--- config.mk ---
export PLATFORM = sky130hd
export DESIGN_NAME = huffman_decoder
export DESIGN_NICKNAME = d
export VERILOG_FILES = /design/src/rtl/huffman_decoder.sv
export SDC_FILE = /design/constraint.sdc
export NUM_CORES = 1
export LEC_CHECK = 0
export ABC_CLOCK_PERIOD_IN_PS = 8400
export CORE_ASPECT_RATIO = 0.5
export CORE_MARGIN = 10
export CORE_UTILIZATION = 30
export CTS_BUF_LIST = sky130_fd_sc_hd__clkbuf_8
export CTS_CLUSTER_SIZE = 24
export DETAILED_ROUTE_END_ITERATION = 16
export GPL_TIMING_DRIVEN = 1
export SLEW_MARGIN = 15
export SYNTH_ARGS = -nofsm -noshare
export SYNTH_HDL_FRONTEND = slang
export SYNTH_SLANG_ARGS = --single-unit
--- constraint.sdc ---
create_clock -name clk -period 8.4 [get_ports clk]
set_clock_uncertainty 0.05 [all_clocks]
set_input_delay 2.1 -clock clk [delete_from_list [all_inputs] [get_ports clk]]
set_output_delay 2.1 -clock clk [all_outputs]
set_load 0.01 [all_outputs]
--- src/rtl/huffman_decoder.sv ---
// Serial MSB-first Huffman decoder. Bits are shifted into a prefix register and matched
// against a loadable code table. Decoded symbol indices leave through a valid/ready handshake.
module huffman_decoder #(
   parameter int TOTAL_SYMBOLS = 10,
   parameter int ADDR_WIDTH    = 4,
   parameter int MAX_CODE_LEN  = 9,
   parameter int LEN_WIDTH     = 4
) (
   input  logic                    clk,
   input  logic                    rst,
   input  logic                    flush,
   input  logic                    tbl_we,
   input  logic [ADDR_WIDTH-1:0]   tbl_idx,
   input  logic [MAX_CODE_LEN-1:0] tbl_code,
   input  logic [LEN_WIDTH-1:0]    tbl_len,
   input  logic                    bit_in,
   input  logic                    bit_valid,
   output logic                    bit_ready,
   output logic [ADDR_WIDTH-1:0]   sym_out,
   output logic                    sym_valid,
   input  logic                    sym_ready,
   output logic                    err,
   output logic [15:0]             sym_count
);

   typedef enum logic [1:0] {ACCUM, EMIT, ERROR} state_t;

   state_t                  state_reg, state_next;
   logic [MAX_CODE_LEN-1:0] acc_reg, acc_next;
   logic [LEN_WIDTH-1:0]    cnt_reg, cnt_next;
   logic [ADDR_WIDTH-1:0]   sym_out_reg, sym_out_next;
   logic                    sym_valid_reg, sym_valid_next;
   logic                    err_reg, err_next;
   logic [15:0]             sym_count_reg, sym_count_next;

   logic [MAX_CODE_LEN-1:0] tbl_code_reg [TOTAL_SYMBOLS];
   logic [LEN_WIDTH-1:0]    tbl_len_reg  [TOTAL_SYMBOLS];

   logic [MAX_CODE_LEN-1:0]  acc_n;
   logic [LEN_WIDTH-1:0]     cnt_n;
   logic [MAX_CODE_LEN-1:0]  code_mask;
   logic [TOTAL_SYMBOLS-1:0] match_vec;
   logic                     match_found;
   logic [ADDR_WIDTH-1:0]    match_idx;

   assign acc_n = {acc_reg[MAX_CODE_LEN-2:0], bit_in};
   assign cnt_n = cnt_reg + LEN_WIDTH'(1);

   // Only the low cnt_n bits of code and prefix take part in the compare.
   always_comb begin
      code_mask = '0;
      for (int b = 0; b < MAX_CODE_LEN; b++) begin
         code_mask[b] = (LEN_WIDTH'(b) < cnt_n);
      end
   end

   genvar gi;
   generate
      for (gi = 0; gi < TOTAL_SYMBOLS; gi++) begin : g_entry
         // Indices at or above TOTAL_SYMBOLS address no entry, so such writes fall away.
         always_ff @(posedge clk or posedge rst) begin
            if (rst) begin
               tbl_code_reg[gi] <= '0;
               tbl_len_reg[gi]  <= '0;
            end else if (tbl_we && (tbl_idx == ADDR_WIDTH'(gi))) begin
               tbl_code_reg[gi] <= tbl_code;
               tbl_len_reg[gi]  <= tbl_len;
            end
         end

         // cnt_n never exceeds MAX_CODE_LEN and is never 0, so oversized or zero lengths never match.
         assign match_vec[gi] = (tbl_len_reg[gi] == cnt_n) &&
                                (((tbl_code_reg[gi] ^ acc_n) & code_mask) == '0);
      end
   endgenerate

   always_comb begin
      match_found = 1'b0;
      match_idx   = '0;
      for (int i = TOTAL_SYMBOLS - 1; i >= 0; i--) begin
         if (match_vec[i]) begin
            match_found = 1'b1;
            match_idx   = ADDR_WIDTH'(i);
         end
      end
   end

   always_comb begin
      state_next     = state_reg;
      acc_next       = acc_reg;
      cnt_next       = cnt_reg;
      sym_out_next   = sym_out_reg;
      sym_valid_next = sym_valid_reg;
      err_next       = err_reg;
      sym_count_next = sym_count_reg;

      if (flush) begin
         state_next     = ACCUM;
         acc_next       = '0;
         cnt_next       = '0;
         sym_valid_next = 1'b0;
         err_next       = 1'b0;
      end else begin
         unique case (state_reg)
            ACCUM: begin
               if (bit_valid) begin
                  if (match_found) begin
                     sym_out_next   = match_idx;
                     sym_valid_next = 1'b1;
                     acc_next       = '0;
                     cnt_next       = '0;
                     state_next     = EMIT;
                  end else if (cnt_n == LEN_WIDTH'(MAX_CODE_LEN)) begin
                     err_next   = 1'b1;
                     state_next = ERROR;
                  end else begin
                     acc_next = acc_n;
                     cnt_next = cnt_n;
                  end
               end
            end
            EMIT: begin
               if (sym_ready) begin
                  sym_valid_next = 1'b0;
                  sym_count_next = sym_count_reg + 16'd1;
                  state_next     = ACCUM;
               end
            end
            default: begin
               state_next = ERROR;
            end
         endcase
      end
   end

   always_ff @(posedge clk or posedge rst) begin
      if (rst) begin
         state_reg     <= ACCUM;
         acc_reg       <= '0;
         cnt_reg       <= '0;
         sym_out_reg   <= '0;
         sym_valid_reg <= 1'b0;
         err_reg       <= 1'b0;
         sym_count_reg <= '0;
      end else begin
         state_reg     <= state_next;
         acc_reg       <= acc_next;
         cnt_reg       <= cnt_next;
         sym_out_reg   <= sym_out_next;
         sym_valid_reg <= sym_valid_next;
         err_reg       <= err_next;
         sym_count_reg <= sym_count_next;
      end
   end

   assign bit_ready = (state_reg == ACCUM);
   assign sym_out   = sym_out_reg;
   assign sym_valid = sym_valid_reg;
   assign err       = err_reg;
   assign sym_count = sym_count_reg;

endmodule

==> out/qor.txt <==
outcome: complete, no violations
cell with the most instances after synthesis: dfrtp_1
met2 WL: 10000 µm
worst slew pin tran: 0.985 ns
FP Rows: 43
crit path DAT: 5.31 ns
WL per Instance: 19.3 µm
switching power: 0.915 mW
Met1 Wirelength: 10800 µm
reg2reg end: sym_out[1]
ys async rst share: 1.00
hold path startpoint: sym_count[15]
initial DRC count: 486
hold path cells: 1
post-synth top area share: 0.486
max-cap check violation count: 0
main flop type after synthesis: dfrtp_1
Max Used Layer: met5
worst-path cell chain: clkdlybuf4s50_1, xor2_1, a2111oi_0, o221a_1, nand4_1, nand4_1, nor3_2, buf_4, nand2b_4, mux2_4
Synth top cells by count: dfrtp_1, mux2_2, xnor2_1, xor2_1, nor2_1
clk root buf: clkbuf_8
ant diodes: 0
max reg flops: 90
Largest delay share family, worst path: buffers and inverters
Die Footprint: 36000 µm²
maximum vdd ir drop: 95.8 µV
port buffer count: 46
NumNets Final: 769
# hold bufs at CTS: 0
Reg power frac: 0.440
H-tree depth: 4
Synth Cell Area: 8540 µm²
detailed-route DRC error count: 0
First-pass DRT Iterations: 5
PostCTS Resize Cnt: 0
gr ovfl total: 0
r2r setup slk: 3.48 ns
I/O pins: 47
number of synthesized flops with an enable pin: 0
first-pass GRT wire length: 34800 µm
Mean Syn Cell Area: 12.0 µm²
Starting Density: 0.307
final core occ: 0.350
Net Sw Frac: 0.357
syn nets: 743
pwr dens: 263 nW/µm²
# fillers: 2758
Die X: 259 µm
Post-Route Setup TNS: 0 ns
vias in the first global route: 5712
Lkg Pwr: 4.13 nW
Final WS setup: 3.40 ns
CTS sink count: 166
Hold EP: sym_count[15]
Mapped Cells: 715
Tmin final: 5.00 ns
CTS buffer count: 17
post-layout power: 2.56 mW
DRT Wirelength: 22000 µm
hold crit path type: reg -> reg
Reg2Reg Depth: 11
core box area: 27900 µm²
FF-to-FF Start: cnt_reg[0]
Slew Limit Fails: 0
Clock Latency Late Sink: 0.46 ns
TritonCTS clock tree: done
clk slew on worst S/H paths: 0.10 ns
Post-DP HPWL: 15500 µm
Layout area overhead: 14.2%
DR vias/cell: 4.93
Synth area leaders: dfrtp_1, mux2_2, xnor2_1
largest net degree at the start of global routing: 107
fmax: 200 MHz
number of setup buffers added after CTS: 0
Worst Path Buf+Inv: 2
Critical Path Source Type: input port
element type at the critical path end: flip-flop
Slowest-stage cell, CP: clkdlybuf4s50_1
GPL Wtd Cong: 0.899
CP required: 8.71 ns
Detail Route Antenna Nets: 0
RSZ-0062 raised after global routing: no
register area share after synthesis: 0.486
total track usage: 0.124
design area: 9760 µm²
CP most frequent cell: nand4_1
antenna violations before repair: 1
Unique masters post-synth: 61
share of cells above drive strength 1: 0.247
WL met3: 912 µm
max_slew headroom: 0.344
worst-path maximum fanout: 11
Register Area: 4150 µm²
largest area contributor in the netlist: dfrtp_1
fin crit share: 0.596
Final Hold Fails: 0
Placed Area: 9370 µm²
critical path's largest stage delay: 0.77 ns
Syn. warnings: 0
pre-CTS setup slack: 2.97 ns
Gate power share: 0.335
multi-input logic area: 4160 µm²
endpoints failing setup: 0
clock buffer depth: 2
Die Ht: 139 µm
via count: 5605
Clock power frac: 0.225
number of synthesized register bits: 166
Crit Path Category: in -> reg
Int Pwr: 1.65 mW
## power groups by stage
| stage | combinational, mW | clock [mW] | sequential (mW) |
|---|---|---|---|
| after floorplan | 0.617 | 0 | 1.09 |
| after global placement | 0.850 | 0 | 1.14 |
| after detailed placement | 0.855 | 0 | 1.14 |
| after CTS | 0.858 | 0.592 | 1.13 |
| after global routing | 0.936 | 0.625 | 1.15 |
| final | 0.858 | 0.578 | 1.13 |
## layout make-up
type	count	area share
Tap cell	382	0.0490
Timing Repair Buffer	58	0.0561
Clock buffer	17	0.0240
Clock inverter	15	0.0158
Inverter	8	0.00359
Multi-Input combinational cell	490	0.426
Sequential cell	166	0.426
## per-stage QoR
| stage | hold slack [ns] | cells |
|---|---|---|
| after floorplan | 0.422 | 715 |
| after global placement | 0.411 | 1103 |
| after detailed placement | 0.417 | 1103 |
| after CTS | 0.438 | 1135 |
| after global routing | 0.459 | 1136 |
| final | 0.435 | 1136 |
## cell usage in the layout (no fill, tap or decap), types with 5 or more instances in the layout
cell type / n
nand3b_1: 5
dfrtp_1: 166
xor2_1: 61
and3_1: 7
a21oi_1: 15
a32oi_1: 9
mux2_2: 131
o21ai_0: 11
o2111ai_1: 11
xnor2_1: 76
nand4_1: 7
nor2_1: 35
buf_4: 11
inv_1: 9
clkbuf_8: 17
nand3_1: 8
clkdlybuf4s50_1: 46
nand2_1: 26
nand2b_1: 5
## worst max path at each step
stage / slack, ns / cells past startpoint / start / end
floorplan: 1.76 / 1 / rst / acc_reg[0]
global placement: 3.03 / 10 / bit_in / sym_out[0]
detailed placement: 2.97 / 10 / bit_in / sym_out[0]
CTS: 3.20 / 11 / cnt_reg[0] / sym_out[1]
global route: 3.14 / 11 / cnt_reg[0] / sym_out[0]
finish: 3.40 / 10 / bit_in / sym_out[1]
## cell families (layout without fill, tap and decap cells)
kind of cell,count (synthesis),after routing,synth area share
xor+xnor,138,138,0.141
flops,166,166,0.486
compound gates,97,97,0.0876
mux,135,135,0.179
fa+ha+maj,4,4,0.00586
simple gates,116,116,0.0716
buf+inv,59,98,0.0288
## worst register-to-register path: cells and delay by family, from the launching register on
kind                     cells  cell delay (ns)
AND/OR/NAND/NOR              5             1.40
flip-flops                   1             0.99
adder cells (fa/ha/maj)      1             0.87
AO/OA/AOI/OAI                2             0.72
buffers and inverters        2             0.47
multiplexers                 1             0.30
## layer usage
metal,vias up,GRT usage
met2,93,0.189
met3,17,0.0296
met1,2918,0.172
li1,2575,-
met5,-,0
met4,2,0.0354
(Power assumes the default switching activity.)
